--- config.mk ---
export PLATFORM = sky130hd
export DESIGN_NAME = demux_stream
export DESIGN_NICKNAME = d
export VERILOG_FILES = /design/src/rtl/demux_stream.sv
export SDC_FILE = /design/constraint.sdc
export NUM_CORES = 1
export LEC_CHECK = 0
export ABC_CLOCK_PERIOD_IN_PS = 5500
export CORE_MARGIN = 5
export CORE_UTILIZATION = 30
export DETAILED_ROUTE_END_ITERATION = 8
export GPL_ROUTABILITY_DRIVEN = 1
export HOLD_SLACK_MARGIN = 0.02
export PLACE_DENSITY = 0.64
export SKIP_CTS_REPAIR_TIMING = 1
export SYNTH_ARGS = -nofsm -noshare
export SYNTH_HDL_FRONTEND = slang
export SYNTH_SLANG_ARGS = --single-unit
--- constraint.sdc ---
create_clock -name clk -period 5.5 [get_ports clk]
set_input_delay 0.825 -clock clk [delete_from_list [all_inputs] [get_ports clk]]
set_output_delay 0.825 -clock clk [all_outputs]
set_load 0.02 [all_outputs]
--- src/rtl/demux_stream.sv ---
// Registered 1:2 stream demux: a 2-entry in-order buffer of {sel, data} whose head is steered to out1/out2.
// Latency 1 cycle, 1 word/cycle; the head blocks later words and in_ready falls only when both slots are full.
module demux_stream #(
  parameter int n  = 32,
  parameter int CW = 16
) (
  input  logic          clk,
  input  logic          rst_n,
  input  logic [n-1:0]  in_data,
  input  logic          in_sel,
  input  logic          in_valid,
  output logic          in_ready,
  output logic [n-1:0]  out1_data,
  output logic          out1_valid,
  input  logic          out1_ready,
  output logic [n-1:0]  out2_data,
  output logic          out2_valid,
  input  logic          out2_ready,
  output logic [CW-1:0] cnt1,
  output logic [CW-1:0] cnt2,
  output logic          busy
);

  logic [1:0]    count_q, count_d;
  logic          wr_ptr_q, wr_ptr_d;
  logic          rd_ptr_q, rd_ptr_d;
  logic [CW-1:0] cnt1_q, cnt1_d;
  logic [CW-1:0] cnt2_q, cnt2_d;

  logic [n-1:0]  mem_data_q [2];
  logic [1:0]    mem_sel_q;

  logic          head_vld;
  logic          head_sel;
  logic [n-1:0]  head_data;
  logic          push;
  logic          pop1;
  logic          pop2;
  logic          pop;

  // Outputs decode registered state only; rst_n gating forces them low during reset.
  always_comb begin
    head_vld   = rst_n && (count_q != 2'd0);
    head_sel   = mem_sel_q[rd_ptr_q];
    head_data  = mem_data_q[rd_ptr_q];

    out1_valid = head_vld && !head_sel;
    out2_valid = head_vld && head_sel;
    out1_data  = out1_valid ? head_data : '0;
    out2_data  = out2_valid ? head_data : '0;
    busy       = head_vld;
    in_ready   = rst_n && (count_q != 2'd2);

    push       = in_valid && in_ready;
    pop1       = out1_valid && out1_ready;
    pop2       = out2_valid && out2_ready;
    pop        = pop1 || pop2;

    count_d    = count_q + 2'(push) - 2'(pop);
    wr_ptr_d   = wr_ptr_q ^ push;
    rd_ptr_d   = rd_ptr_q ^ pop;
    cnt1_d     = cnt1_q + CW'(pop1);
    cnt2_d     = cnt2_q + CW'(pop2);
  end

  always_ff @(posedge clk or negedge rst_n) begin
    if (!rst_n) begin
      count_q  <= 2'd0;
      wr_ptr_q <= 1'b0;
      rd_ptr_q <= 1'b0;
      cnt1_q   <= '0;
      cnt2_q   <= '0;
    end else begin
      count_q  <= count_d;
      wr_ptr_q <= wr_ptr_d;
      rd_ptr_q <= rd_ptr_d;
      cnt1_q   <= cnt1_d;
      cnt2_q   <= cnt2_d;
    end
  end

  // Payload storage is not reset; it is never observed while the buffer is empty.
  always_ff @(posedge clk) begin
    if (push) begin
      mem_data_q[wr_ptr_q] <= in_data;
      mem_sel_q[wr_ptr_q]  <= in_sel;
    end
  end

  assign cnt1 = cnt1_q;
  assign cnt2 = cnt2_q;

endmodule
* Word-level counts from Yosys, hierarchy flattened
Memories as Yosys holds them, arrays and structs flattened. Cells that the tools add are included.
Storage, ports and cells: memories kept 1, output and inout bits 100, logic and storage cells 37, bits in latches 0, flip-flop bits (word level) 38, bits in writable memories 64, input bits 38, memory bits (read-only) 0
Memory list:
- mem_data_q | depth 2, width 32, read ports 1, clocked after memory_dff 0, write ports 1, line 30 | logic [n-1:0] mem_data_q [2];
Cells by class: shift-type cells 0, mux-type cells 9, bitwise operators 2, eq/ne operators 1, divide/modulo/power cells 0, $add $sub $neg 4, multiply operators 0, reduce and logical (&&, ||, !) cells 11, $lt $le $gt $ge 3
Operator list (count):
- 32-bit two-way mux | 2
- 16-bit by 1-bit adder with 16-bit output | 2
- 1-bit logical AND | 8
- 1-bit two-way mux | 5
- 1-bit by 2-bit < comparator with 1-bit output, second input constant | 2
- 2-bit by 1-bit adder with 2-bit output | 1
- 2-bit bitwise mux | 1
- 2-bit inequality test, second input constant | 1
- 2-bit nonzero test | 1
- 2-bit by 1-bit subtractor with 2-bit output | 1
- 1-bit XOR | 2
- 1-bit demux with 1-bit select | 1
- 1-bit greater-or-equal comparator, second input constant | 1
- 1-bit logical NOT | 1
- 1-bit logical OR | 1

* Logic depth before layout (Yosys ltp)
word-level depth 7, gate-level depth with buffers 11, gate-level depth less buffers 10

* Least setup slack after synthesis
Ideal clock, no wire load.
path type in2reg, from input port rst_n, to memory mem_data_q[1][0], enable pin, setup time 0.393 ns, stages on the path 4, data arrival time 2.503 ns, buffers on the path 0, slack 2.604 ns, data required time 5.107 ns, path through a21boi_0 -> nand2_1 -> inv_1 -> ha_1
Between the ends: word-level cells in the longest chain between the ends 4
RTL lines:
- start: declaration | line 8 | input logic rst_n,
- 1-bit logical AND | line 52 | in_ready = rst_n && (count_q != 2'd2);
- 1-bit logical AND | line 54 | push = in_valid && in_ready;
- 1-bit two-way mux | line 84 | if (push) begin
- 1-bit two-way mux (implied by the code) | line 85 | mem_data_q[wr_ptr_q] <= in_data;
- end: declaration | line 30
Every way passes these cells.

* Worst setup path in the final report
from register rd_ptr_q, to output port out2_data[22]
Between the ends: word-level cells in the longest chain between the ends 4, elaborated cells on any way between the ends 5, classes of those cells mux (3); reduce/logical (1); memory (1)
RTL lines:
- start: declaration | line 26 | logic rd_ptr_q, rd_ptr_d;
- start signal: assignment | line 76 | rd_ptr_q <= rd_ptr_d;
- 1-bit two-way mux (implied by the code) (2 in a row) | line 44 | head_sel = mem_sel_q[rd_ptr_q];
- 1-bit logical AND | line 48 | out2_valid = head_vld && head_sel;
- 32-bit two-way mux (*) | line 50 | out2_data = out2_valid ? head_data : '0;
- end: declaration | line 16 | output logic [n-1:0] out2_data,
Mark *: on every way between the ends. The rest lies on a longest branch, timed or not. The select of a mux whose other input is x is not followed.

==> results.md <==
* Run status: complete, no violations
* Synth top cells by count: nor2_1, edfxtp_1, dfrtp_1
* Switching power at 0.863 mW
* Pwr Density at 418 nW/um^2
* Synth top area share at 0.468
* Initial Util at 0.305
* DR vias/cell at 4.49
* Clock sink count at 102
* Number of global-route vias before repair at 3095
* Crit Path Max Fanout at 34
* Tmin final at 3880 ps
* Combinational fraction of design power at 0.357
* Mapped Area at 4240 um^2
* Area of the die at 16600 um^2
* Netlist cell types at 24
* Setup crit end kind: output pin
* Max-Slew Margin vs Limit at 0.405
* Leak at 2.37 nW
* Gpl congestion at 0.766
* Layout cells sized above 1 at 0.0563
* Actual slew at the worst max-slew pin at 893 ps
* Asr flop ratio synth at 0.353
* Yosys warns at 0
* Total CTS buffers at 9
* # fillers at 1307
* First-pass GRT wire length at 15900 um
* Clock Tree Root: clkbuf_16
* Vias post-DR at 2883
* Row count at 43
* Initial antenna violation count at 0
* Achievable Freq at 0.257 GHz
* Detail Route Antenna Nets at 0
* Clock-pin slew on the worst setup and hold paths at 70 ps
* Final WS setup at 1620 ps
* IO Count at 138
* DR pass1 iterations at 4
* Largest cells by area after synthesis: edfxtp_1, dfrtp_1, mux2i_1
* Synth Register Bits at 102
* Layout area overhead at 44.2%
* Syn_nets at 363
* Worst-skew pair later-pin latency at 340 ps
* Register area share after synthesis at 0.680
* CP Launch Type: flip-flop
* Final hold violations at 0
* Core area at 13900 um^2
* Routed WL per cell at 15.8 um
* CTS max path bufs at 2
* Int Power at 1.69 mW
* RSZ-0062 raised after global routing: no
* Die span in x at 129 um
* Largest net degree at the start of global routing at 38
* Required @ worst endpoint at 4680 ps
* DIE HEIGHT at 129 um
* Post-synth EDFFs at 66
* Most common cell in the netlist: nor2_1
* DP Area at 5810 um^2
* Sum Neg Setup Slack at 0 ps
* Ant diodes at 0
* Sequential share of power at 0.393
* Cell taking the most area after synthesis: edfxtp_1
* Input/output buffers at 137
* Tot Pwr at 2.55 mW
* Nets at 504
* Crit path DAT at 3060 ps
* DPL Wire Length at 7130 um
* Initial drt markers at 110
* Post-Synthesis Cells at 316
* Setup-failing EPs final at 0
* Avg Synthesized Cell Area at 13.4 um^2
* Maxcap violations at 0
* Residual DRC count at 0
* Final Max Slew Viols at 0
* Grt ovf at 0
* Commonest register cell after synthesis: edfxtp_1
* Total track usage at 0.125
* Hold WS at 480 ps
* DRT Wirelength at 10100 um
* Setup CP Type: flip-flop to output pin
* TritonCTS clock tree: yes
* Place WS at 1740 ps
* Maximum VDD drop at 0.150 mV
* Htree depth at 3
* Clk network pwr share at 0.250
* Max Clock Skew at 9.83 ps
* Tcrit/Tclk final at 0.706
* Sw frac at 0.338
* Worst min-delay path class: flip-flop to flip-flop
* Flop2flop setup slack at 2370 ps
* Area of all placed cells without fillers at 6110 um^2
## power groups by stage
stage / Clock (mW) / Combinational (mW) / Sequential (mW)
floorplan: 0 / 0.490 / 1.04
global placement: 0 / 0.918 / 1.01
detailed placement: 0 / 0.927 / 1.02
CTS: 0.657 / 0.933 / 1.01
global route: 0.691 / 0.981 / 1.02
finish: 0.637 / 0.912 / 1.00
## flip-flops by register name (all words and copies together) (netlist names)
register and flops:
wr_ptr_q 1, mem_data_q 64, rd_ptr_q 1, mem_sel_q 2
cnt1 16, cnt2 16, count_q 2
## stage by stage
step | std cells | util
after global placement | 626 | 0.419
after CTS | 642 | 0.440
after floorplan | 316 | -
final | 642 | 0.440
after detailed placement | 626 | 0.419
after global routing | 642 | 0.440
## layout by cell type, fill, tap and decap left out, types with 3 or more instances in the layout
| cell | Yosys | layout |
|---|---|---|
| and3_1 | 3 | 3 |
| and4_1 | 3 | 3 |
| buf_4 | 2 | 4 |
| clkbuf_16 | 0 | 9 |
| clkdlybuf4s50_1 | 0 | 137 |
| dfrtp_1 | 36 | 35 |
| edfxtp_1 | 66 | 66 |
| ha_1 | 9 | 7 |
| inv_1 | 9 | 9 |
| mux2i_1 | 33 | 33 |
| nand2_1 | 11 | 11 |
| nand3_1 | 17 | 17 |
| nand4_1 | 5 | 5 |
| nor2_1 | 71 | 71 |
| nor3_1 | 3 | 3 |
| xnor2_1 | 20 | 20 |
| xor2_1 | 11 | 11 |
## path summary, 6_finish.rpt
kind	end	start	cells after the start
hold / removal	cnt2[15]	cnt2[15]	1
min in group asynchronous	cnt1[1]	rst_n	2
setup / recovery	out2_data[22]	rd_ptr_q	6
max in group asynchronous	rd_ptr_q	rst_n	2
setup reg to reg	cnt2[10]	rd_ptr_q	10
hold reg to reg	cnt2[15]	cnt2[15]	1
## critical path: stages (launching register included)
cell and delay [ps]:
dfrtp_2 350, buf_4 490, mux2i_1 420, nand2b_1 400, buf_4 400, nor2_1 100
clkdlybuf4s50_1 550
## routing by layer
layer | up-vias | track usage | wire (um)
met5 | - | 0 | 0
met4 | 0 | 0.0513 | 143
met3 | 10 | 0.0477 | 880
met2 | 119 | 0.198 | 4700
met1 | 1375 | 0.154 | 4400
li1 | 1379 | - | -
## cell families after synthesis
group	synth area share
xor+xnor	0.0640
mux	0.0779
fa+ha+maj	0.0266
flops	0.680
simple gates	0.122
buf+inv	0.0230
compound gates	0.00590
## layout make-up
cell class | count | area (um^2) | share of cell area
Inverter | 10 | 37.5 | 0.00614
Clock buffer | 10 | 229 | 0.0375
Timing Repair Buffer | 141 | 1400 | 0.229
Clock inverter | 6 | 71.3 | 0.0117
Tap cell | 180 | 225 | 0.0368
Sequential cell | 102 | 2880 | 0.472
Multi-Input combinational cell | 193 | 1260 | 0.207
Power figures use the tool's default switching activity.
